## config.mk

```make
export PLATFORM = sky130hd
export DESIGN_NAME = mram_burst_tx_ctrl_flat
export DESIGN_NICKNAME = d
export VERILOG_FILES = /design/src/rtl/mram_burst_pkg.sv /design/src/rtl/mram_burst_tx_ctrl_if.sv /design/src/rtl/mram_rd_timer.sv /design/src/rtl/mram_burst_tx_ctrl.sv /design/src/flat_wrapper.sv
export SDC_FILE = /design/constraint.sdc
export NUM_CORES = 1
export LEC_CHECK = 0
export ABC_AREA = 0
export BUFFER_PORTS_ARGS = -buffer_cell sky130_fd_sc_hd__buf_2
export CORE_ASPECT_RATIO = 1.4
export CORE_MARGIN = 2
export CORE_UTILIZATION = 35
export CTS_CLUSTER_DIAMETER = 200
export DETAILED_ROUTE_END_ITERATION = 8
export GPL_TIMING_DRIVEN = 1
export PLACE_DENSITY = 0.57
export SLEW_MARGIN = 5
export SYNTH_ARGS = -nofsm -noshare
export SYNTH_HDL_FRONTEND = slang
export SYNTH_SLANG_ARGS = --single-unit
```

## constraint.sdc

```tcl
create_clock -name clk -period 2.4 [get_ports clk]
set_clock_uncertainty 0.05 [all_clocks]
set_input_delay 0.48 -clock clk [delete_from_list [all_inputs] [get_ports clk]]
set_output_delay 0.48 -clock clk [all_outputs]
set_load 0.03 [all_outputs]
```

## src/rtl/mram_burst_pkg.sv

```systemverilog
// Shared types and helpers for the MRAM burst transmit controller.
// Optional feature macro: MRAM_TX_GAP_EN (inserts idle cycles between words).
package mram_burst_pkg;

    typedef enum logic [2:0] {
        StIdle,
        StAddr,
        StWait,
        StLoad,
        StShift,
        StNext,
        StGap,
        StDone
    } state_e;

    localparam logic [1:0] WSEL_FULL = 2'b11;
    localparam logic [1:0] WSEL_LO   = 2'b01;
    localparam logic [1:0] WSEL_HI   = 2'b10;

    // 00 has no meaning on the link, so it is treated as a full-word request.
    function automatic logic [1:0] coerce_wsel(input logic [1:0] sel);
        return (sel == 2'b00) ? WSEL_FULL : sel;
    endfunction

    // Number of bits shifted out for one word with the given (coerced) selector.
    function automatic int unsigned nbits(input logic [1:0] sel, input int unsigned bus_width);
        return (sel == WSEL_LO || sel == WSEL_HI) ? bus_width / 2 : bus_width;
    endfunction

endpackage

```

## src/rtl/mram_burst_tx_ctrl_if.sv

```systemverilog
// Command, MRAM-pin and shifter-control signals of the burst transmit controller.
// Optional feature macro: MRAM_TX_GAP_EN (no effect on this interface).
interface mram_burst_tx_ctrl_if #(
    parameter int unsigned ADDR_WIDTH = 18,
    parameter int unsigned LEN_WIDTH  = 8
);
    logic                  en;
    logic                  start;
    logic                  abort;
    logic [ADDR_WIDTH-1:0] start_addr;
    logic [LEN_WIDTH-1:0]  burst_len;
    logic [1:0]            word_sel;

    logic [ADDR_WIDTH-1:0] mram_addr;
    logic                  mram_ce_n;
    logic                  mram_oe_n;
    logic                  load;
    logic                  send_data;
    logic [1:0]            word_sel_q;
    logic                  bit_valid;
    logic                  busy;
    logic                  done;

    // The controller side.
    modport master (
        input  en, start, abort, start_addr, burst_len, word_sel,
        output mram_addr, mram_ce_n, mram_oe_n, load, send_data, word_sel_q, bit_valid, busy,
               done
    );

    // The command decoder / shifter side.
    modport slave (
        output en, start, abort, start_addr, burst_len, word_sel,
        input  mram_addr, mram_ce_n, mram_oe_n, load, send_data, word_sel_q, bit_valid, busy,
               done
    );
endinterface

```

## src/rtl/mram_rd_timer.sv

```systemverilog
// Loadable down-counter with a zero flag; shared by the wait, bit and gap phases.
// Optional feature macro: MRAM_TX_GAP_EN (no effect on this module).
module mram_rd_timer #(
    parameter int unsigned WIDTH = 4
) (
    input  logic             clk,
    input  logic             rst,
    input  logic             load,
    input  logic             dec,
    input  logic [WIDTH-1:0] value,
    output logic             zero
);
    logic [WIDTH-1:0] cnt_q;

    // Load wins over decrement; the count saturates at zero.
    always_ff @(posedge clk) begin
        if (rst) begin
            cnt_q <= '0;
        end else if (load) begin
            cnt_q <= value;
        end else if (dec && (cnt_q != '0)) begin
            cnt_q <= cnt_q - 1'b1;
        end
    end

    assign zero = (cnt_q == '0);
endmodule

```

## src/rtl/mram_burst_tx_ctrl.sv

```systemverilog
// Sequences MRAM burst reads into a parallel-to-serial shifter:
// address, read latency, load strobe, shift window, advance address, per word.
// Optional feature macro: MRAM_TX_GAP_EN (GAP_CYCLES idle cycles between words).
module mram_burst_tx_ctrl
    import mram_burst_pkg::*;
#(
    parameter int unsigned BUS_WIDTH  = 16,
    parameter int unsigned ADDR_WIDTH = 18,
    parameter int unsigned LEN_WIDTH  = 8,
    parameter int unsigned RD_WAIT    = 2,
    parameter int unsigned GAP_CYCLES = 4
) (
    input  logic                 clk,
    input  logic                 rst,
    mram_burst_tx_ctrl_if.master bus
);
    localparam int unsigned MAX_A   = (BUS_WIDTH > RD_WAIT) ? BUS_WIDTH : RD_WAIT;
    localparam int unsigned CNT_MAX = (MAX_A > GAP_CYCLES) ? MAX_A : GAP_CYCLES;
    localparam int unsigned TW      = $clog2(CNT_MAX);

    state_e                state_q, state_d;
    logic [ADDR_WIDTH-1:0] cur_addr_q, cur_addr_d;
    logic [LEN_WIDTH-1:0]  words_left_q, words_left_d;
    logic [1:0]            sel_q, sel_d;

    logic                  tmr_load, tmr_dec, tmr_zero;
    logic [TW-1:0]         tmr_val;

    logic [ADDR_WIDTH-1:0] mram_addr_q;
    logic                  ce_oe_n_q, ce_oe_n_d;
    logic                  load_q, send_q, bit_valid_q, busy_q, done_q;
    logic                  load_g, send_g;

    mram_rd_timer #(
        .WIDTH(TW)
    ) u_timer (
        .clk  (clk),
        .rst  (rst),
        .load (tmr_load),
        .dec  (tmr_dec),
        .value(tmr_val),
        .zero (tmr_zero)
    );

    // State and latched burst parameters.
    always_ff @(posedge clk) begin
        if (rst) begin
            state_q      <= StIdle;
            cur_addr_q   <= '0;
            words_left_q <= '0;
            sel_q        <= WSEL_FULL;
        end else begin
            state_q      <= state_d;
            cur_addr_q   <= cur_addr_d;
            words_left_q <= words_left_d;
            sel_q        <= sel_d;
        end
    end

    // Next-state, latch updates and timer control; abort overrides the enable freeze.
    always_comb begin
        state_d      = state_q;
        cur_addr_d   = cur_addr_q;
        words_left_d = words_left_q;
        sel_d        = sel_q;
        tmr_load     = 1'b0;
        tmr_dec      = 1'b0;
        tmr_val      = '0;

        if (bus.abort && (state_q != StIdle) && (state_q != StDone)) begin
            state_d = StDone;
        end else if (bus.en) begin
            unique case (state_q)
                StIdle: begin
                    if (bus.start) begin
                        cur_addr_d   = bus.start_addr;
                        words_left_d = bus.burst_len;
                        sel_d        = coerce_wsel(bus.word_sel);
                        state_d      = (bus.burst_len == '0) ? StDone : StAddr;
                    end
                end
                StAddr: begin
                    tmr_load = 1'b1;
                    tmr_val  = TW'(RD_WAIT - 1);
                    state_d  = StWait;
                end
                StWait: begin
                    if (tmr_zero) state_d = StLoad;
                    else          tmr_dec = 1'b1;
                end
                StLoad: begin
                    tmr_load = 1'b1;
                    tmr_val  = TW'(nbits(sel_q, BUS_WIDTH) - 1);
                    state_d  = StShift;
                end
                StShift: begin
                    if (tmr_zero) state_d = StNext;
                    else          tmr_dec = 1'b1;
                end
                StNext: begin
                    words_left_d = words_left_q - 1'b1;
                    cur_addr_d   = cur_addr_q + 1'b1;
                    if (words_left_q == LEN_WIDTH'(1)) begin
                        state_d = StDone;
                    end else begin
`ifdef MRAM_TX_GAP_EN
                        tmr_load = 1'b1;
                        tmr_val  = TW'(GAP_CYCLES - 1);
                        state_d  = StGap;
`else
                        state_d  = StAddr;
`endif
                    end
                end
`ifdef MRAM_TX_GAP_EN
                StGap: begin
                    if (tmr_zero) state_d = StAddr;
                    else          tmr_dec = 1'b1;
                end
`endif
                StDone:  state_d = StIdle;
                default: state_d = StIdle;
            endcase
        end
    end

    // MRAM is selected from address issue until the shifter has loaded the word.
    always_comb begin
        ce_oe_n_d = 1'b1;
        if (state_d == StAddr || state_d == StWait || state_d == StLoad) begin
            ce_oe_n_d = 1'b0;
        end
    end

    // Outputs are registered from the next state so they line up with the state register.
    always_ff @(posedge clk) begin
        if (rst) begin
            mram_addr_q <= '0;
            ce_oe_n_q   <= 1'b1;
            load_q      <= 1'b0;
            send_q      <= 1'b0;
            bit_valid_q <= 1'b0;
            busy_q      <= 1'b0;
            done_q      <= 1'b0;
        end else begin
            if (state_d == StAddr) mram_addr_q <= cur_addr_d;
            ce_oe_n_q   <= ce_oe_n_d;
            load_q      <= (state_d == StLoad);
            send_q      <= (state_d == StShift);
            bit_valid_q <= send_g;
            busy_q      <= (state_d != StIdle);
            done_q      <= (state_d == StDone);
        end
    end

    // Strobes are masked by en so the shifter never sees a shift while the FSM is frozen.
    assign load_g = load_q & bus.en;
    assign send_g = send_q & bus.en;

    assign bus.mram_addr  = mram_addr_q;
    assign bus.mram_ce_n  = ce_oe_n_q;
    assign bus.mram_oe_n  = ce_oe_n_q;
    assign bus.load       = load_g;
    assign bus.send_data  = send_g;
    assign bus.word_sel_q = sel_q;
    assign bus.bit_valid  = bit_valid_q;
    assign bus.busy       = busy_q;
    assign bus.done       = done_q;
endmodule

```

## src/flat_wrapper.sv

```systemverilog
// flat-port wrapper written by rule: the top's interface ports become plain ports
module mram_burst_tx_ctrl_flat import mram_burst_pkg::*;
#(
    parameter int unsigned BUS_WIDTH  = 16,
    parameter int unsigned ADDR_WIDTH = 18,
    parameter int unsigned LEN_WIDTH  = 8,
    parameter int unsigned RD_WAIT    = 2,
    parameter int unsigned GAP_CYCLES = 4
)
  (clk, rst, bus_en, bus_start, bus_abort, bus_start_addr, bus_burst_len, bus_word_sel, bus_mram_addr, bus_mram_ce_n, bus_mram_oe_n, bus_load, bus_send_data, bus_word_sel_q, bus_bit_valid, bus_busy, bus_done);
  mram_burst_tx_ctrl_if #(.ADDR_WIDTH(ADDR_WIDTH), .LEN_WIDTH(LEN_WIDTH)) bus_i ();
  input  logic clk;
  input  logic rst;
  input wire logic [$bits(bus_i.en)-1:0] bus_en;
  input wire logic [$bits(bus_i.start)-1:0] bus_start;
  input wire logic [$bits(bus_i.abort)-1:0] bus_abort;
  input wire logic [$bits(bus_i.start_addr)-1:0] bus_start_addr;
  input wire logic [$bits(bus_i.burst_len)-1:0] bus_burst_len;
  input wire logic [$bits(bus_i.word_sel)-1:0] bus_word_sel;
  output wire logic [$bits(bus_i.mram_addr)-1:0] bus_mram_addr;
  output wire logic [$bits(bus_i.mram_ce_n)-1:0] bus_mram_ce_n;
  output wire logic [$bits(bus_i.mram_oe_n)-1:0] bus_mram_oe_n;
  output wire logic [$bits(bus_i.load)-1:0] bus_load;
  output wire logic [$bits(bus_i.send_data)-1:0] bus_send_data;
  output wire logic [$bits(bus_i.word_sel_q)-1:0] bus_word_sel_q;
  output wire logic [$bits(bus_i.bit_valid)-1:0] bus_bit_valid;
  output wire logic [$bits(bus_i.busy)-1:0] bus_busy;
  output wire logic [$bits(bus_i.done)-1:0] bus_done;
  assign bus_i.en = bus_en;
  assign bus_i.start = bus_start;
  assign bus_i.abort = bus_abort;
  assign bus_i.start_addr = bus_start_addr;
  assign bus_i.burst_len = bus_burst_len;
  assign bus_i.word_sel = bus_word_sel;
  assign bus_mram_addr = bus_i.mram_addr;
  assign bus_mram_ce_n = bus_i.mram_ce_n;
  assign bus_mram_oe_n = bus_i.mram_oe_n;
  assign bus_load = bus_i.load;
  assign bus_send_data = bus_i.send_data;
  assign bus_word_sel_q = bus_i.word_sel_q;
  assign bus_bit_valid = bus_i.bit_valid;
  assign bus_busy = bus_i.busy;
  assign bus_done = bus_i.done;
  mram_burst_tx_ctrl #(.BUS_WIDTH(BUS_WIDTH), .ADDR_WIDTH(ADDR_WIDTH), .LEN_WIDTH(LEN_WIDTH), .RD_WAIT(RD_WAIT), .GAP_CYCLES(GAP_CYCLES)) u_core (.clk(clk), .rst(rst), .bus(bus_i));
endmodule
```

# Word level (Yosys, flattened, before mapping)
# Index checks and enable logic that the tools add are counted.
# op_classes
n_mux,29
n_addsub,4
eq_ne,15
reduce_logical,19
bitwise_logic,3
# op_table
operator,n
$mux W18,3
$pmux W18 S2,1
$mux W3,7
$mux W4,5
$add A18 B1 Y18 const B,1
$pmux W3 S6,1
$pmux W8 S2,1
$eq A3 B2 Y1 const B,4
$eq A3 B3 Y1 const B,4
$eq A8 B1 Y1 const B,1
$logic_not A8 Y1,1
$mux W1,8
$mux W8,1
$pmux W4 S2,1
$reduce_and A4 Y1,2
$sub A4 B1 Y4 const B,2
$sub A8 B1 Y8 const B,1
$eq A3 B1 Y1 const B,2
$reduce_bool A3 Y1,2
$logic_not A4 Y1,1
$reduce_bool A2 Y1,2
$reduce_bool A4 Y1,1
$reduce_or A2 Y1,2
$logic_and A1 B1 Y1,3
other kinds (10),13
# totals
elab_cells,82
register_bits,59
output_inout_bits,27
in_bits,33

# Depth between registers and ports, before layout
# logic_depth
word_depth,10
ltp_mapped,9
mapped_depth_nobuf,8

# By module
# A second synthesis with hierarchy kept.
# hier_totals
cells_unflattened,384
area_unflattened_um2,3228.1
# by_module_without_submodules
mod,area_per_inst_um2,n_inst,cells_per_inst
mram_burst_tx_ctrl,2965.3,1,355
mram_rd_timer,262.8,1,29

# Worst setup path before layout
# No wires, ideal clock.
# synth_timing
path_type,input -> register
start,input bus_en
end,"register u_core.mram_addr_q[10], in the netlist u_core.bus.mram_addr[10]"
required_ps,2229
path_stages,7
setup_slack_ps,427
path_buffers,2
t_arrival_ps,1801
path_cell_list,clkbuf_1 > inv_1 > a21oi_1 > o221ai_2 > nand2_2 > buf_6 > mux2_4
# synth_via
elab_chain_len,3
word_cells_on_any_way,5
cone_classes,eq/ne (1); mux (4)
# synth_rtl
item,line_no,text
"start, declared",flat_wrapper.sv:14,input wire logic [$bits(bus_i.en)-1:0] bus_en;
$mux W3,mram_burst_tx_ctrl.sv:72,end else if (bus.en) begin
$mux W3,mram_burst_tx_ctrl.sv:70,if (bus.abort && (state_q != StIdle) && (state_q != StDone)) begin
$eq A3 B1 Y1,mram_burst_tx_ctrl.sv:146,if (state_d == StAddr) mram_addr_q <= cur_addr_d;
"end signal, assigned",mram_burst_tx_ctrl.sv:146,
"end, declared",mram_burst_tx_ctrl.sv:29,logic [ADDR_WIDTH-1:0] mram_addr_q;
# Several ways; a longest one is shown, not always the timed one.
# A chain may end at the register's enable or synchronous reset.

# Worst setup path in the final report
# layout_timing
start,register u_core.state_q[0]
end,"register u_core.mram_addr_q[6], in the netlist u_core.bus.mram_addr[6]"
# layout_via
elab_chain_len,5
word_cells_on_any_way,20
cone_classes,eq/ne (7); mux (9); reduce/logical (4)
# layout_rtl
item,line_no,text
"start, declared",mram_burst_tx_ctrl.sv:21,"state_e state_q, state_d;"
"start signal, assigned",mram_burst_tx_ctrl.sv:48,state_q <= StIdle;
"start signal, assigned",mram_burst_tx_ctrl.sv:53,state_q <= state_d;
$eq A3 B3 Y1 (tied with other cells),mram_burst_tx_ctrl.sv:73,unique case (state_q)
$pmux W3 S6 / $logic_and A1 B1 Y1 (equally long branches),"mram_burst_tx_ctrl.sv:73, mram_burst_tx_ctrl.sv:70",
$mux W3 / $logic_and A1 B1 Y1 (equally long branches),"mram_burst_tx_ctrl.sv:72, mram_burst_tx_ctrl.sv:70",
$mux W3,mram_burst_tx_ctrl.sv:70,
$eq A3 B1 Y1,mram_burst_tx_ctrl.sv:146,
# Several ways; a longest one is shown, not always the timed one.

==> summary.txt <==
port bufs -> 59
worst-path fanout max -> 12
clk_lat worst skew -> 0.32 ns
Final ANT Viol Nets -> 0
die height -> 117 um
startpoint types -> flip-flop
mean number of vias per cell -> 5.53
Cell variety after synth -> 72
Avg Cell Area, Syn -> 8.44 sq um
syn nets -> 417
core area -> 8980 sq um
Max-slew headroom -> 0.574
flops & latches, synth -> 59
Setup Fix Bufs, Post-CTS -> 0
Worst Min Path Start -> bus_start_addr[10]
ys flop type -> dfxtp_1
crit share post-route -> 0.924
final setup fails -> 0
Top Usage Layer GRT -> met2
Multi-input gate area -> 1870 sq um
CP Capture Type -> flip-flop
Worst Tran Pin Value -> 0.634 ns
GPL Wtd Cong -> 0.857
global routing usage on met1 -> 0.215
number of global-route vias before repair -> 3122
GRT Resource Usage Total -> 0.191
initial antenna violation count -> 0
dpl hpwl -> 6890 um
critical path class -> flip-flop to flip-flop
Hold Crit Depth -> 3
Root Buffer -> clkbuf_16
VDD IR max -> 0.000506 V
number of CTS-inserted buffers -> 9
met2 usage in global routing -> 0.342
PD cells -> 1040 nW/um^2
Sequential cell area -> 1180 sq um
Register-to-Register Path Depth -> 6
post-synthesis cell area -> 3210 sq um
RSZ-0062 raised after global routing -> false
Placement Setup Slack -> 0.0726 ns
Reg clk slew, reported paths -> 0.05 ns
WL final -> 9140 um
H-tree depth -> 3
first-pass GRT wire length -> 14900 um
max-cap violations -> 0
post-cts sizing count -> 0
LEAKAGE -> 1.68 nW
Hold WS -> 0.366 ns
Fillers -> 873
post-layout net count -> 493
Diodes inserted -> 0
Post-synth EDFFs -> 0
Critical Path AT -> 2.38 ns
status -> complete, no violations
grt ovf -> 0
row cnt -> 41
CTS tree -> yes
Worst Hold End -> u_core.cur_addr_q[10]
DRC -> 0
Sink Count -> 59
Async S/R FF share, synth -> 0
max frequency -> 0.451 GHz
yosys warns -> 0
CP required -> 2.56 ns
Wirelength per Cell -> 16.1 um
sequential cell area fraction in the yosys report -> 0.368
clk buf depth -> 2
setup TNS -> 0 ns
initial core utilization -> 0.357
post-layout min period -> 2.22 ns
worst setup margin -> 0.182 ns
Synth-to-Final Area Change -> 27.3%
initial drt markers -> 138
Pre-antenna DRT Iters -> 4
final hold vios -> 0
pin count of the biggest net entering global routing -> 23
R2R Path Start -> u_core.state_q[0]
R2R Setup Slk -> 0.18 ns
Die ar. -> 9960 sq um
die width -> 84.9 um
via count of the routed design -> 3143
Slew Limit Fails -> 0
layout cells sized above 1 -> 0.291
num ports -> 60
met3 Resource Use GR -> 0.0379
Hold-fix buffers, CTS -> 0
Mapped Cells -> 380
type of the worst min-delay path -> primary input to flip-flop
reg2reg end -> u_core.bus.mram_addr[6]
-- through the flow --
stage	std cells	power, W	instance area [sq um]	utilization
floorplan	380	0.00241	3210	-
global placement	552	0.00293	3770	0.420
detailed placement	552	0.00294	3770	0.420
CTS	568	0.00429	4080	0.455
global route	568	0.00448	4080	0.455
finish	568	0.00425	4080	0.455
-- per-layer routing --
| layer | vias to the layer above | share of wire |
|---|---|---|
| met5 | - | 0 |
| met4 | 0 | 0.020 |
| met3 | 14 | 0.031 |
| met2 | 62 | 0.52 |
| met1 | 1494 | 0.43 |
| li1 | 1573 | - |
-- flip-flops by register name, summed over array words and instances, names as in the netlist --
signal,count
u_core.send_q,1
u_core.cur_addr_q,18
u_core.words_left_q,8
u_core.state_q,3
u_core.bus.mram_ce_n,1
u_core.load_q,1
u_core.bus.mram_addr,18
u_core.u_timer.cnt_q,4
u_core.bus.word_sel_q,2
u_core.bus.bit_valid,1
u_core.bus.done,1
u_core.bus.busy,1
-- power breakdown --
group	internal, W	switching, W
Sequential	0.00116	0.000176
Combinational	0.000657	0.000933
Clock	0.000884	0.000443
-- worst max-delay path, stage by stage (launching register included) --
cell and delay, ns:
dfxtp_1 0.45, or3b_1 0.49, a21oi_1 0.29, o21ai_1 0.12, a221oi_1 0.39, nor4_1 0.12
a31o_1 0.20
-- cells in the mapped netlist, types with 9 or more instances --
cell | count | area (sq um)
dfxtp_1 | 59 | 1180
a21oi_1 | 37 | 185
nand2_1 | 34 | 128
nor2_1 | 29 | 109
o21ai_0 | 20 | 100
nor2b_1 | 12 | 75.1
nor3_1 | 12 | 60.1
a211oi_1 | 10 | 75.1
nand3_1 | 10 | 50.1
buf_2 | 9 | 45.0
-- how the worst max path moves through the flow --
| stage | from | to | slack [ns] | cells past startpoint |
|---|---|---|---|---|
| CTS | u_core.state_q[2] | u_core.bus.mram_addr[16] | 0.12 | 6 |
| global route | u_core.state_q[1] | u_core.bus.mram_addr[15] | 0.01 | 8 |
| floorplan | bus_en | u_core.bus.mram_addr[10] | 0.43 | 7 |
| finish | u_core.state_q[0] | u_core.bus.mram_addr[6] | 0.18 | 6 |
| detailed placement | bus_burst_len[2] | u_core.bus.mram_addr[9] | 0.07 | 9 |
| global placement | u_core.state_q[2] | u_core.bus.mram_addr[16] | 0.13 | 6 |
-- cells by family after synthesis --
logic type	after synthesis	share of synthesized area
buf+inv	31	0.0476
flops	59	0.368
mux	10	0.0445
xor+xnor	4	0.0109
fa+ha+maj	5	0.0191
simple gates	149	0.259
compound gates	122	0.251
-- placed cells by master, fill, tap and decap left out, types with 4 or more instances in the layout --
cell	count
o22ai_1	5
mux2_4	8
inv_1	6
nor2b_1	12
and2_1	7
clkbuf_16	9
nor2_1	29
o211ai_1	4
a211oi_1	10
nand3_1	10
nand2_1	34
dfxtp_1	58
a31oi_1	8
ha_1	4
o21ai_0	20
buf_4	25
a22oi_1	6
a21oi_1	37
nand4_1	7
nor3_1	12
and3_1	7
buf_2	59
-- final cells by class --
cell class,instances,area share
clock buffers,12,0.0653
repair buffers,87,0.133
multi-input cells,290,0.459
inverters,9,0.00888
well taps,107,0.0328
clock inverters,4,0.0116
flip-flops and latches,59,0.290
(Power assumes the default switching activity.)
